## src/rtl/pacman_pkg.sv

```systemverilog
// Shared Pac-Man game constants: point values, level size, bonus threshold,
// score ceiling and the game-flow state encoding.
package pacman_pkg;

  localparam logic [17:0] PELLET_PTS     = 18'd10;
  localparam logic [17:0] POWER_PTS      = 18'd50;
  localparam logic [17:0] GHOST_BASE_PTS = 18'd200;
  localparam logic [7:0]  DOTS_PER_LEVEL = 8'd244;
  localparam logic [17:0] EXTRA_LIFE_AT  = 18'd10000;
  localparam logic [17:0] SCORE_MAX      = 18'd262143;

  typedef enum logic [1:0] {
    IDLE  = 2'd0,
    PLAY  = 2'd1,
    INTER = 2'd2,
    OVER  = 2'd3
  } game_state_t;

  function automatic logic [17:0] sat_add(input logic [17:0] a, input logic [17:0] b);
    logic [18:0] s;
    s = {1'b0, a} + {1'b0, b};
    return (s > {1'b0, SCORE_MAX}) ? SCORE_MAX : s[17:0];
  endfunction

endpackage

```

## src/rtl/score_keeper.sv

```systemverilog
// Score, lives, high score and level/intermission flow for the gameclk domain.
// All events of one cycle are folded into a single registered update.
module score_keeper
  import pacman_pkg::*;
#(
  parameter int unsigned START_LIVES         = 3,
  parameter int unsigned INTERMISSION_CYCLES = 120
) (
  input  logic        clk,
  input  logic        rst,
  input  logic        start,
  input  logic        pause,
  input  logic        pellet_eaten,
  input  logic        power_eaten,
  input  logic [3:0]  ghost_eaten,
  input  logic        life_lost,
  output logic [17:0] score,
  output logic [17:0] high_score,
  output logic [2:0]  lives,
  output logic [1:0]  chain_idx,
  output logic [7:0]  dots_eaten,
  output logic        level_clear,
  output logic        extra_life,
  output logic        game_over,
  output logic        playing
);

  localparam int unsigned CNT_W = $clog2(INTERMISSION_CYCLES + 1);
  localparam logic [CNT_W-1:0] INTER_LAST = CNT_W'(INTERMISSION_CYCLES - 1);

  game_state_t      state, state_n;
  logic [17:0]      score_n;
  logic [2:0]       lives_n;
  logic [1:0]       chain, chain_n;
  logic [1:0]       chain_idx_n;
  logic [7:0]       dots_n;
  logic [CNT_W-1:0] inter_cnt, inter_cnt_n;
  logic             bonus_got, bonus_got_n;
  logic             level_clear_n, extra_life_n;

  logic [1:0]       ghost_chain, ghost_idx;
  logic [17:0]      ghost_pts;
  logic [17:0]      award;
  logic [2:0]       lives_v;
  logic [8:0]       dots_v;

  // Ghost awards: power pellet restarts the chain first, then bits in ascending order.
  always_comb begin
    ghost_chain = power_eaten ? 2'd0 : chain;
    ghost_idx   = power_eaten ? 2'd0 : chain_idx;
    ghost_pts   = '0;
    for (int unsigned i = 0; i < 4; i++) begin
      if (ghost_eaten[i]) begin
        ghost_pts = ghost_pts + (GHOST_BASE_PTS << ghost_chain);
        ghost_idx = ghost_chain;
        if (ghost_chain != 2'd3) ghost_chain = ghost_chain + 2'd1;
      end
    end
  end

  always_comb begin
    state_n       = state;
    score_n       = score;
    lives_n       = lives;
    chain_n       = chain;
    chain_idx_n   = chain_idx;
    dots_n        = dots_eaten;
    inter_cnt_n   = inter_cnt;
    bonus_got_n   = bonus_got;
    level_clear_n = 1'b0;
    extra_life_n  = 1'b0;
    award         = (pellet_eaten ? PELLET_PTS : '0) + (power_eaten ? POWER_PTS : '0) + ghost_pts;
    lives_v       = lives;
    dots_v        = {1'b0, dots_eaten} + {8'd0, pellet_eaten} + {8'd0, power_eaten};

    unique case (state)
      IDLE, OVER: begin
        if (start) begin
          state_n     = PLAY;
          score_n     = '0;
          dots_n      = '0;
          chain_n     = '0;
          chain_idx_n = '0;
          lives_n     = 3'(START_LIVES);
          bonus_got_n = 1'b0;
        end
      end
      PLAY: begin
        if (!pause) begin
          score_n     = sat_add(score, award);
          chain_n     = ghost_chain;
          chain_idx_n = ghost_idx;
          dots_n      = dots_v[7:0];
          // Points land before the death so a bonus earned this cycle offsets it.
          if (!bonus_got && score_n >= EXTRA_LIFE_AT) begin
            bonus_got_n  = 1'b1;
            extra_life_n = 1'b1;
            if (lives_v != 3'd7) lives_v = lives_v + 3'd1;
          end
          if (dots_v >= {1'b0, DOTS_PER_LEVEL}) begin
            level_clear_n = 1'b1;
            chain_n       = '0;
            inter_cnt_n   = '0;
            state_n       = INTER;
          end
          if (life_lost) begin
            chain_n = '0;
            if (lives_v <= 3'd1) begin
              lives_v = '0;
              state_n = OVER;
            end else begin
              lives_v = lives_v - 3'd1;
            end
          end
          lives_n = lives_v;
        end
      end
      INTER: begin
        if (!pause) begin
          if (inter_cnt == INTER_LAST) begin
            inter_cnt_n = '0;
            dots_n      = '0;
            state_n     = PLAY;
          end else begin
            inter_cnt_n = inter_cnt + 1'b1;
          end
        end
      end
      default: state_n = IDLE;
    endcase
  end

  always_ff @(posedge clk or negedge rst) begin
    if (!rst) begin
      state       <= IDLE;
      score       <= '0;
      high_score  <= '0;
      lives       <= '0;
      chain       <= '0;
      chain_idx   <= '0;
      dots_eaten  <= '0;
      inter_cnt   <= '0;
      bonus_got   <= 1'b0;
      level_clear <= 1'b0;
      extra_life  <= 1'b0;
    end else begin
      state       <= state_n;
      score       <= score_n;
      lives       <= lives_n;
      chain       <= chain_n;
      chain_idx   <= chain_idx_n;
      dots_eaten  <= dots_n;
      inter_cnt   <= inter_cnt_n;
      bonus_got   <= bonus_got_n;
      level_clear <= level_clear_n;
      extra_life  <= extra_life_n;
      if (score > high_score) high_score <= score;
    end
  end

  assign playing   = (state == PLAY);
  assign game_over = (state == OVER);

endmodule

```

## config.mk

```make
export PLATFORM = sky130hd
export DESIGN_NAME = score_keeper
export DESIGN_NICKNAME = d
export VERILOG_FILES = /design/src/rtl/pacman_pkg.sv /design/src/rtl/score_keeper.sv
export SDC_FILE = /design/constraint.sdc
export NUM_CORES = 1
export LEC_CHECK = 0
export BUFFER_PORTS_ARGS = -buffer_cell sky130_fd_sc_hd__buf_4
export CAP_MARGIN = 5
export CORE_UTILIZATION = 65
export CTS_CLUSTER_DIAMETER = 50
export DETAILED_ROUTE_END_ITERATION = 6
export HOLD_SLACK_MARGIN = 0.15
export PLACE_DENSITY = 0.95
export REMOVE_ABC_BUFFERS = 1
export SYNTH_ARGS = -nofsm -noshare
export SYNTH_HDL_FRONTEND = slang
export SYNTH_SLANG_ARGS = --single-unit
export TNS_END_PERCENT = 100
```

## constraint.sdc

```tcl
create_clock -name clk -period 25.2 [get_ports clk]
set_input_delay 1.26 -clock clk [delete_from_list [all_inputs] [get_ports clk]]
set_output_delay 1.26 -clock clk [all_outputs]
set_load 0.05 [all_outputs]
```

==> run metrics <==
Via Count=6259; Ant. Diodes=0; Clk Latency, worst-skew pair=0.36 ns; register area share after synthesis=24.0%; CP Capture Type=register; layout cells sized above 1=14.4%; cts bufs inserted=9; flop and latch count out of synthesis=63; global route overflow=0; Area growth, synth to finish=11.0%; vias in the first global route=5973; Final TNS setup=0 ns; Unique masters post-synth=79; maximum capacitance violations=0; Slew HR=20.5%; FP Rows=36; Worst Skew=0.00665 ns; post-route ant nets=0; largest net degree at the start of global routing=64; min cycle time layout=10.01 ns; drt drc=0; status=completed; final wirelength=16700 um; cell area after synthesis=0.00657 mm2; Num Clock Sinks=63; # hold bufs at CTS=0; Root Driver=clkbuf_8; CP Class=in -> reg; number of fill cells=690; DR vias/cell=6.41; top-area cell type share of the netlist area=24.0%; port bufs=63; CP arrival=10.25 ns; top_reg_cell synth=dfrtp_1; wire per inst=17.1 um; Syn Area/Cell=8.27 um2; Synth Instances=794; Initial Util=67.2%; RSZ-0062 raised after global routing=no; # H-tree levels=3; slew at the pin closest to its max-slew limit=1.19 ns; Hold WS=0.495 ns; Core Region=0.00977 mm2; FMAX=99.9 MHz; first-pass GRT wire length=26700 um; WP data required=25.44 ns; Yosys warning total=0; DP HPWL=12600 um; PostCTS Resize Cnt=0; Area contributors post-synth=dfrtp_1 (24%), ha_1 (17%), a21oi_1 (4.8%); DR iter-0 viols=472; Post-synth ARST share=100%; Die Y=103 um; hold crit path type=reg -> reg; commonest non-fill, non-tap cells in the layout=ha_1 (88), nand2_1 (68), buf_4 (64); Post-synth EDFFs=0; cell taking the most area after synthesis=dfrtp_1; CTS max path bufs=2; postcts setup bufs=0; GPL Wtd Cong=0.923; Startpoint Class=input port; slowest CP cell=o21ai_0; Final setup viols=0; Pre-Repair DR Iteration Count=5; Clk pin slew, worst setup/hold paths=0.07 ns; Worst path most repeated cell=ha_1; TritonCTS clock tree=yes; Die Wd=103 um; total track usage=32.3%; Tcrit/Tclk final=39.7%; Die Area=0.0105 mm2; critical path peak fanout=10; max incr delay on CP=0.49 ns; nets=946; Final Slew Violations=0; initial antenna violation count=0; commonest non-fill, non-tap cell in the layout=ha_1; IO Pins=64; final hold vios=0
worst paths after layout:
path                             startpoint       endpoint  slack [ns]  cells after the start
worst max-delay path            power_eaten       lives[1]       15.19                     38
min in group asynchronous               rst  dots_eaten[2]        0.98                      1
max in group asynchronous               rst       score[7]       23.68                      1
worst max register to register     chain[1]       lives[1]       15.87                     37
worst min register to register     chain[1]       chain[1]        0.49                      2
worst min-delay path               chain[1]       chain[1]        0.49                      2
state kept, by name (all words and copies together) (netlist names):
signal / flops
bonus_got: 1
chain: 2
chain_idx: 2
dots_eaten: 8
extra_life: 1
high_score: 18
inter_cnt: 7
level_clear: 1
lives: 3
score: 18
state: 2
per-layer routing:
metal	GRT usage, %	share of wire (%)	vias up	wire, um
met1	39.4	42	2979	6950
li1	-	-	2966	-
met5	0	0	-	0
met3	4.95	5.5	48	926
met4	14.1	3.1	0	526
met2	56.6	50	266	8300
worst max-delay path, delay by kind of cell:
| kind | cells | cell delay, ns |
|---|---|---|
| compound gates | 14 | 3.14 |
| xor+xnor | 1 | 0.15 |
| fa+ha+maj | 7 | 2.27 |
| buf+inv | 5 | 0.63 |
| mux | 3 | 0.92 |
| simple gates | 8 | 1.86 |
kinds of logic (layout without fill, tap and decap cells):
| family | count (synthesis) | after routing | synth area share (%) |
|---|---|---|---|
| AO/OA/AOI/OAI | 239 | 239 | 23.7 |
| AND/OR/NAND/NOR | 239 | 239 | 18.2 |
| adder cells (fa/ha/maj) | 94 | 94 | 18.6 |
| buffers and inverters | 92 | 141 | 5.39 |
| flip-flops | 63 | 63 | 24.0 |
| multiplexers | 38 | 38 | 6.33 |
| XOR/XNOR | 28 | 28 | 3.73 |
| other | 1 | 1 | 0.0571 |
layout make-up:
| type | count | area, um2 | share of cell area [%] |
|---|---|---|---|
| multi-input combinational | 639 | 4640 | 63.7 |
| sequential | 63 | 1580 | 21.6 |
| timing repair buffer | 64 | 480 | 6.59 |
| inverter | 64 | 240 | 3.30 |
| tap | 133 | 166 | 2.28 |
| clock buffer | 12 | 155 | 2.13 |
| clock inverter | 1 | 30.0 | 0.412 |
synth_stat cells, types with 19 or more instances:
cell / n
nand3_1: 23
clkbuf_1: 19
nor3_1: 19
dfrtp_1: 63
inv_1: 63
ha_1: 88
a21oi_1: 63
o21ai_0: 61
nor2_1: 47
mux2_2: 28
nand2_1: 68
per-stage QoR:
step           setup WS [ns]  instances  cell area, um2  util [%]
2_1_floorplan          16.08        766            6450         -
3_3_place_gp           15.44        963            7100      72.7
3_5_place_dp           14.93        963            7100      72.7
4_1_cts                15.28        976            7290      74.6
5_1_grt                14.74        976            7290      74.6
6_report               15.19        976            7290      74.6
Power is left out: the tool's default activity adds up to more than one toggle a clock period on the data nets, which glitch-free logic cannot reach.
